## src/rtl/fin_conditioner.sv

```systemverilog
// Input conditioner for the frequency meter: synchroniser, pulse-width filter, rising-edge pulse and loss-of-signal watchdog.
// Define FIN_GLITCH_CNT_EN to build the saturating rejected-pulse counter; otherwise glitch_cnt reads 0.
module fin_conditioner #(
    parameter int SYNC_STAGES = 2,
    parameter int FILT_LEN    = 3,
    parameter int FILT_W      = 4,
    parameter int TIMEOUT     = 10000000,
    parameter int TMO_W       = 24
) (
    input  logic       clk,
    input  logic       rst,
    input  logic       F_in,
    input  logic       glitch_clr,
    output logic       f_clean,
    output logic       f_pulse,
    output logic       no_signal,
    output logic [7:0] glitch_cnt
);

    logic [SYNC_STAGES-1:0] sync_q, sync_d;
    logic                   s;
    logic                   f_clean_q, f_clean_d;
    logic [FILT_W-1:0]      fc_q, fc_d;
    logic                   f_pulse_q, f_pulse_d;
    logic                   no_signal_q, no_signal_d;
    logic [TMO_W-1:0]       tmo_q, tmo_d;
    logic                   rise;

    assign s = sync_q[SYNC_STAGES-1];

    always_comb begin
        sync_d      = {sync_q[SYNC_STAGES-2:0], F_in};
        f_clean_d   = f_clean_q;
        fc_d        = '0;
        rise        = 1'b0;
        if (s != f_clean_q) begin
            if (fc_q == FILT_W'(FILT_LEN - 1)) begin
                f_clean_d = s;
                rise      = s;
            end else begin
                fc_d = fc_q + 1'b1;
            end
        end
        f_pulse_d   = rise;
        // Watchdog restarts on the same edge that raises f_pulse.
        tmo_d       = tmo_q;
        no_signal_d = no_signal_q;
        if (rise) begin
            tmo_d       = '0;
            no_signal_d = 1'b0;
        end else if (tmo_q != TMO_W'(TIMEOUT - 1)) begin
            tmo_d = tmo_q + 1'b1;
        end else begin
            no_signal_d = 1'b1;
        end
    end

    always_ff @(posedge clk) begin
        if (rst) begin
            sync_q      <= '0;
            f_clean_q   <= 1'b0;
            fc_q        <= '0;
            f_pulse_q   <= 1'b0;
            no_signal_q <= 1'b0;
            tmo_q       <= '0;
        end else begin
            sync_q      <= sync_d;
            f_clean_q   <= f_clean_d;
            fc_q        <= fc_d;
            f_pulse_q   <= f_pulse_d;
            no_signal_q <= no_signal_d;
            tmo_q       <= tmo_d;
        end
    end

    assign f_clean   = f_clean_q;
    assign f_pulse   = f_pulse_q;
    assign no_signal = no_signal_q;

`ifdef FIN_GLITCH_CNT_EN
    logic [7:0] gcnt_q, gcnt_d;
    logic       reject;

    // A rejection is the synchronised level reverting while a change was still qualifying.
    always_comb begin
        reject = (s == f_clean_q) && (fc_q != '0);
        gcnt_d = gcnt_q;
        if (glitch_clr) begin
            gcnt_d = '0;
        end else if (reject && (gcnt_q != 8'hFF)) begin
            gcnt_d = gcnt_q + 8'd1;
        end
    end

    always_ff @(posedge clk) begin
        if (rst) begin
            gcnt_q <= '0;
        end else begin
            gcnt_q <= gcnt_d;
        end
    end

    assign glitch_cnt = gcnt_q;
`else
    logic unused_glitch_clr;

    assign unused_glitch_clr = glitch_clr;
    assign glitch_cnt        = '0;
`endif

endmodule

```

## config.mk

```make
export PLATFORM = sky130hd
export DESIGN_NAME = fin_conditioner
export DESIGN_NICKNAME = d
export VERILOG_FILES = /design/src/rtl/fin_conditioner.sv
export SDC_FILE = /design/constraint.sdc
export NUM_CORES = 1
export LEC_CHECK = 0
export ABC_AREA = 1
export BUFFER_PORTS_ARGS = -buffer_cell sky130_fd_sc_hd__buf_2
export CORE_ASPECT_RATIO = 0.5
export CORE_MARGIN = 1.5
export CORE_UTILIZATION = 53
export CTS_CLUSTER_DIAMETER = 150
export CTS_CLUSTER_SIZE = 14
export DETAILED_ROUTE_END_ITERATION = 8
export MAX_ROUTING_LAYER = met4
export PLACE_DENSITY = 0.75
export RECOVER_POWER = 100
export SLEW_MARGIN = 20
export SYNTH_ARGS = -nofsm -noshare
export SYNTH_HDL_FRONTEND = slang
export SYNTH_SLANG_ARGS = --single-unit
```

## constraint.sdc

```tcl
create_clock -name clk -period 1.3 [get_ports clk]
set_input_delay 0.26 -clock clk [delete_from_list [all_inputs] [get_ports clk]]
set_output_delay 0.26 -clock clk [all_outputs]
set_load 0.01 [all_outputs]
```

==> results of run 1 <==
-- layout by cell type, fill, tap and decap left out, types with 2 or more instances in the layout --
cell type,n
a21oi_1,15
xor2_1,3
buf_6,2
nand2_4,4
nor2_2,6
nor2_4,10
nand3_4,2
nand2_2,6
o21ai_0,9
buf_2,4
dfxtp_1,14
clkbuf_8,5
a21oi_2,2
nand4_1,14
inv_1,41
nor2_1,53
nand3_2,3
conb_1,8
nand2_1,50
o21ai_1,2
dfxtp_4,3
nand3_1,9
dfxtp_2,16
inv_2,3
buf_4,15
xnor2_1,4
nand3b_1,3
-- power groups by stage --
| stage | combinational [uW] | sequential (uW) | clock [uW] |
|---|---|---|---|
| floorplan | 72.7 | 1050 | 0 |
| global placement | 88.7 | 1050 | 0 |
| detailed placement | 91.9 | 1050 | 0 |
| CTS | 97.1 | 1030 | 942 |
| global route | 125 | 1030 | 992 |
| finish | 115 | 1030 | 943 |
-- timing repair --
action	CTS	global route
setup endpoints to repair	18	23
hold buffers	0	0
resized for setup	10	40
gates cloned	0	1
buffers inserted	1	2
pin swaps	4	11
-- metrics by stage --
step	setup TNS, ns	cell area (um^2)
6_report	-0.212	2400
5_1_grt	-1.48	2400
4_1_cts	-0.0118	2260
3_5_place_dp	-0.534	2110
3_3_place_gp	-0.0163	2110
2_1_floorplan	0	1970
-- how the worst max path moves through the flow --
| stage | depth (start not counted) | endpoint | startpoint | slack, ns |
|---|---|---|---|---|
| finish | 7 | tmo_q[15] | tmo_q[1] | -0.09 |
| global route | 6 | tmo_q[15] | tmo_q[3] | -0.18 |
| CTS | 6 | tmo_q[18] | tmo_q[1] | -0.01 |
| detailed placement | 5 | tmo_q[6] | tmo_q[0] | -0.12 |
| global placement | 6 | tmo_q[7] | tmo_q[0] | -0.02 |
| floorplan | 6 | tmo_q[7] | tmo_q[0] | 0.04 |
-- area by class of cell --
| type | count | share of cell area (%) |
|---|---|---|
| multi-input combinational | 209 | 48.5 |
| inverter | 46 | 7.28 |
| clock buffer | 5 | 2.86 |
| sequential | 33 | 28.8 |
| clock inverter | 2 | 1.46 |
| tap | 51 | 2.65 |
| timing repair buffer | 24 | 8.48 |
-- metal layers --
| metal | vias up | global-route usage, % | wire length (um) | share of wire, % |
|---|---|---|---|---|
| met3 | 16 | 7.43 | 297 | 6.0 |
| met5 | - | - | 0 | 0 |
| met2 | 77 | 42.9 | 2430 | 49 |
| met4 | 0 | 10.0 | 119 | 2.4 |
| met1 | 890 | 32.3 | 2100 | 42 |
| li1 | 954 | - | - | - |
-- Yosys cell counts (all sizes together) --
library cell  count  area share (%)
conb              1            0.19
xor2              3             1.4
a21oi            17             4.6
o21ai            12             3.1
nand3b            3             1.2
nand2            60              13
inv              45             8.7
nor3              2            0.52
nand4            14             4.5
buf              10             3.7
ha                3             1.9
nor2             69              17
dfxtp            33              34
clkinv            1            0.19
xnor2             4             1.8
nand3            14             4.1
-- flip-flops by register name, summed over array words and instances, names as in the netlist --
| name | cells |
|---|---|
| f_clean | 1 |
| f_pulse | 1 |
| fc_q | 4 |
| no_signal | 1 |
| sync_q | 2 |
| tmo_q | 24 |
-- worst max-delay path: stages (launching register included) --
cell,delay [ns]
dfxtp_2,0.35
buf_4,0.12
nand2_2,0.07
nor2_4,0.21
nand2_4,0.10
inv_2,0.10
nand4_1,0.11
a21oi_1,0.23
-- cell families after synthesis --
| group | share of synthesized area (%) |
|---|---|
| AND/OR/NAND/NOR | 40.3 |
| buffers and inverters | 12.6 |
| flip-flops | 34.1 |
| AO/OA/AOI/OAI | 7.68 |
| XOR/XNOR | 3.16 |
| adder cells (fa/ha/maj) | 1.94 |
| other | 0.193 |
==> results.py, run 1 <==
metrics = {
    "hold_path": {
        "min_path_type": "primary input to flop",
        "worstHoldPathCells": 3,
        "min_from": "F_in",
        "whs_endpoint": "sync_q[0]",
    },
    "worst_setup_path": {
        "crit_fanout": 5,
        "r2r-end": "tmo_q[15]",
        "r2r-start": "tmo_q[1]",
        "startpoint_type": "flop",
        "critPathRequiredTime_ns": 1.49,
        "r2r_slack_ns": -0.09,
        "critical_path_class": "flop to flop",
        "crit_arrival_ns": 1.58,
        "ff2ff_path_depth": 7,
        "endpoint_kind": "flop",
    },
    "cts": {
        "clock_path_buffers": 2,
        "cts_buffers": 5,
        "cts_root_buf": "clkbuf_8",
        "clock-sinks": 33,
        "clk_latency_ns": 0.28,
        "path_clk_slew_ns": 0.07,
        "cts_tree": "built",
        "htreeDepth": 2,
    },
    "synth": {
        "yosysUniqueCellTypes": 25,
        "synthCells": 291,
        "yosysWarningCount": 0,
        "ys_ff_latch": 33,
        "synth_area_um2": 1940,
        "avgSynthCellArea_um2": 6.66,
        "ys_seq_area_share_pct": 34.1,
    },
    "global_routing": {
        "grt_pass1_vias": 1738,
        "grt_start_max_net_pins": 14,
        "antenna_found_initial": 0,
        "grt_pass1_wl_um": 7690,
        "overflow": 0,
        "grt_use_total_pct": 26.6,
    },
    "status": {
        "violations": "setup timing",
        "status": "finished with violations",
    },
    "placement": {
        "dp_slack_ns": -0.123,
        "dp_cells": 359,
        "io_buffers": 5,
        "place_hpwl_um": 3350,
        "gp_congestion": 0.893,
    },
    "pwr": {
        "p_seq_share_pct": 49.3,
        "clockPowerShare_pct": 45.1,
        "power.share.switching_pct": 22.1,
        "switchingPower_uw": 462,
        "intPower_uw": 1630,
        "combPwrFrac_pct": 5.5,
        "p_leak_uw": 0.000979,
        "power_density_nw_per_um2": 868,
        "total_power_uw": 2090,
        "ir_drop_v": 0.000756,
    },
    "layout": {
        "layout.nets": 326,
        "final-seq-area_um2": 692,
        "antenna_cells": 0,
        "final_util_pct": 69.3,
        "n_fill_cell": 286,
        "final_cells": 370,
        "area_delta_synth_final_pct": 24.0,
        "multiInputGateArea_um2": 1170,
        "layout-drive-gt1-share_pct": 28.5,
    },
    "sta": {
        "worst_slack_ns": -0.0894,
        "fin_crit_ns": 1.39,
        "maxSlewViolCount": 0,
        "setup_violations": 11,
        "worst_clock_skew_ns": 0.00362,
        "max_freq_ghz": 0.720,
        "rsz0062_at_grt": "true",
        "timing.final.crit_share_pct": 107,
        "finalHoldWorstSlack_ns": 0.189,
        "hold_viol_final": 0,
    },
    "routing": {
        "via_per_inst": 5.24,
        "dr.pass1.iters": 5,
        "dr_total_vias": 1937,
        "drc_errors": 0,
        "finalWirelength_um": 4950,
        "wl_per_cell_um": 13.4,
        "drtIter0Drc": 121,
        "postRouteAntennaNets": 0,
    },
    "die": {
        "fp.dieW_um": 88.5,
        "initial_core_util_pct": 55.9,
        "row_count": 15,
        "fp.coreArea_um2": 3470,
        "num_io_pins": 15,
        "die-height_um": 45.8,
        "dieArea_um2": 4050,
    },
    "run": {
        "cap_violations": 0,
    },
}
Note: power is estimated with default switching activity, not from simulation.
==> run 2, diff against run 1 <==
--- a/config.mk
+++ b/config.mk
@@ -16,6 +16,7 @@
 export MAX_ROUTING_LAYER = met4
 export PLACE_DENSITY = 0.75
 export RECOVER_POWER = 100
+export SKIP_LAST_GASP = 1
 export SLEW_MARGIN = 20
 export SYNTH_ARGS = -nofsm -noshare
 export SYNTH_HDL_FRONTEND = slang
==> results.py, run 2 (synthesis results as in run 1) <==
metrics = {
    "status": {
        "status": "finished with violations",
        "violations": "setup timing",
    },
    "pwr": {
        "intPower_uw": 1630,
        "power.share.switching_pct": 22.1,
        "total_power_uw": 2090,
        "p_leak_uw": 0.000962,
        "ir_drop_v": 0.000756,
        "combPwrFrac_pct": 5.5,
        "p_seq_share_pct": 49.4,
        "clockPowerShare_pct": 45.1,
        "power_density_nw_per_um2": 871,
        "switchingPower_uw": 461,
    },
    "sta": {
        "rsz0062_at_grt": "true",
        "hold_viol_final": 0,
        "max_freq_ghz": 0.725,
        "fin_crit_ns": 1.38,
        "setup_violations": 17,
        "worst_slack_ns": -0.0790,
        "maxSlewViolCount": 0,
        "timing.final.crit_share_pct": 106,
        "fin_tns_setup_ns": -0.261,
        "worst_clock_skew_ns": 0.00584,
    },
    "hold_path": {
        "whs_endpoint": "sync_q[0]",
        "min_path_type": "primary input to flop",
        "min_from": "F_in",
        "worstHoldPathCells": 3,
    },
    "routing": {
        "wl_per_cell_um": 13.4,
        "drtIter0Drc": 114,
        "dr.pass1.iters": 5,
        "finalWirelength_um": 4960,
        "dr_total_vias": 1925,
        "postRouteAntennaNets": 0,
        "via_per_inst": 5.20,
        "drc_errors": 0,
    },
    "cts": {
        "clock-sinks": 33,
        "cts_buffers": 5,
        "cts_root_buf": "clkbuf_8",
        "path_clk_slew_ns": 0.07,
        "holdBufCountCts": 0,
        "htreeDepth": 2,
        "clk_latency_ns": 0.29,
        "clock_path_buffers": 2,
        "cts_tree": "built",
    },
    "die": {
        "die-height_um": 45.8,
        "fp.coreArea_um2": 3470,
        "num_io_pins": 15,
        "row_count": 15,
        "dieArea_um2": 4050,
        "fp.dieW_um": 88.5,
        "initial_core_util_pct": 55.9,
    },
    "layout": {
        "n_fill_cell": 288,
        "final_util_pct": 69.0,
        "layout.nets": 326,
        "final_cells": 370,
        "regMostFlops": "tmo_q",
        "layout-drive-gt1-share_pct": 28.2,
        "fin_area_um2": 2400,
        "multiInputGateArea_um2": 1160,
        "final-seq-area_um2": 692,
        "top_regs": "tmo_q: 24 flops, fc_q: 4 flops, sync_q: 2 flops",
        "largest_register_ffs": 24,
        "area_delta_synth_final_pct": 23.6,
        "most-common-layout-cells": "nor2_1, nand2_1, inv_1, dfxtp_2",
        "antenna_cells": 0,
        "final_common_cell": "nor2_1",
    },
    "global_routing": {
        "grt_start_max_net_pins": 14,
        "grt_use_total_pct": 26.6,
        "grt_pass1_wl_um": 7690,
        "grt_pass1_vias": 1738,
        "overflow": 0,
        "antenna_found_initial": 0,
    },
    "worst_setup_path": {
        "endpoint_kind": "flop",
        "cpPeakStageDelay_ns": 0.35,
        "crit_path_top_delay_cell": "dfxtp_2",
        "crit_arrival_ns": 1.57,
        "r2r-end": "tmo_q[15]",
        "crit_path_start": "tmo_q[1]",
        "r2r_slack_ns": -0.08,
        "r2r-start": "tmo_q[1]",
        "path_cells": "buf_4 > nand2_2 > nor2_4 > nand2_4 > inv_2 > nand4_1 > a21oi_1",
        "critical_path_class": "flop to flop",
        "cp_num_buf_inv": 2,
        "path_delay_family": "simple AND/OR/NAND/NOR gates",
        "startpoint_type": "flop",
        "ff2ff_path_depth": 7,
        "critPathRequiredTime_ns": 1.49,
        "crit_fanout": 5,
    },
    "run": {
        "cap_violations": 0,
    },
    "placement": {
        "io_buffers": 5,
        "gp_congestion": 0.893,
        "place_hpwl_um": 3350,
        "placedInstanceArea_um2": 2110,
        "dp_cells": 359,
    },
}
[run 2: changes by cell type in the layout (fill, tap and decap cells not counted)]
cell     previous run  this run
nand2_1            50        51
nand2_4             4         3
[run 2: timing repair]
item,CTS,global route
pin swaps,4,11
endpoints found under the setup margin,18,23
buffers inserted,1,2
cloned,0,1
hold endpoints to repair,0,0
gates resized for setup,10,38
[run 2: worst reg2reg max path, cell delays in order (launching register included)]
cell and delay (ns):
dfxtp_2 0.35, buf_4 0.12, nand2_2 0.07, nor2_4 0.21, nand2_4 0.10, inv_2 0.09
nand4_1 0.10, a21oi_1 0.23
[run 2: area by class of cell]
class / count / area share (%)
inverter: 46 / 7.31
multi-input combinational: 209 / 48.3
sequential: 33 / 28.9
tap: 51 / 2.66
clock buffer: 5 / 2.87
clock inverter: 2 / 1.46
timing repair buffer: 24 / 8.51
[run 2: power groups by stage]
stage / sequential (uW) / clock [uW] / combinational [uW]
finish: 1030 / 942 / 115
global route: 1030 / 992 / 125
CTS: 1030 / 942 / 97.1
detailed placement: 1050 / 0 / 91.9
global placement: 1050 / 0 / 88.7
floorplan: 1050 / 0 / 72.7
[run 2: per-layer routing]
metal / routed length, um / share of wire, % / vias to the layer above / GRT usage, %
met2: 2420 / 49 / 73 / 42.9
li1: - / - / 955 / -
met1: 2100 / 42 / 880 / 32.3
met5: 0 / 0 / - / -
met3: 309 / 6.2 / 17 / 7.43
met4: 133 / 2.7 / 0 / 10.0
[run 2: how the worst max path moves through the flow]
stage                           end  slack, ns  depth (start not counted)
after floorplan            tmo_q[7]       0.04                          6
after global placement     tmo_q[7]      -0.02                          6
after detailed placement   tmo_q[6]      -0.12                          5
after CTS                 tmo_q[18]      -0.01                          6
after global routing      tmo_q[15]      -0.18                          6
final                     tmo_q[15]      -0.08                          7
[run 2: per-stage QoR]
stage	setup WS, ns	hold WS, ns
floorplan	0.0359	0.329
global placement	-0.0163	0.403
detailed placement	-0.123	0.403
CTS	-0.00951	0.183
global route	-0.176	0.184
finish	-0.0790	0.187
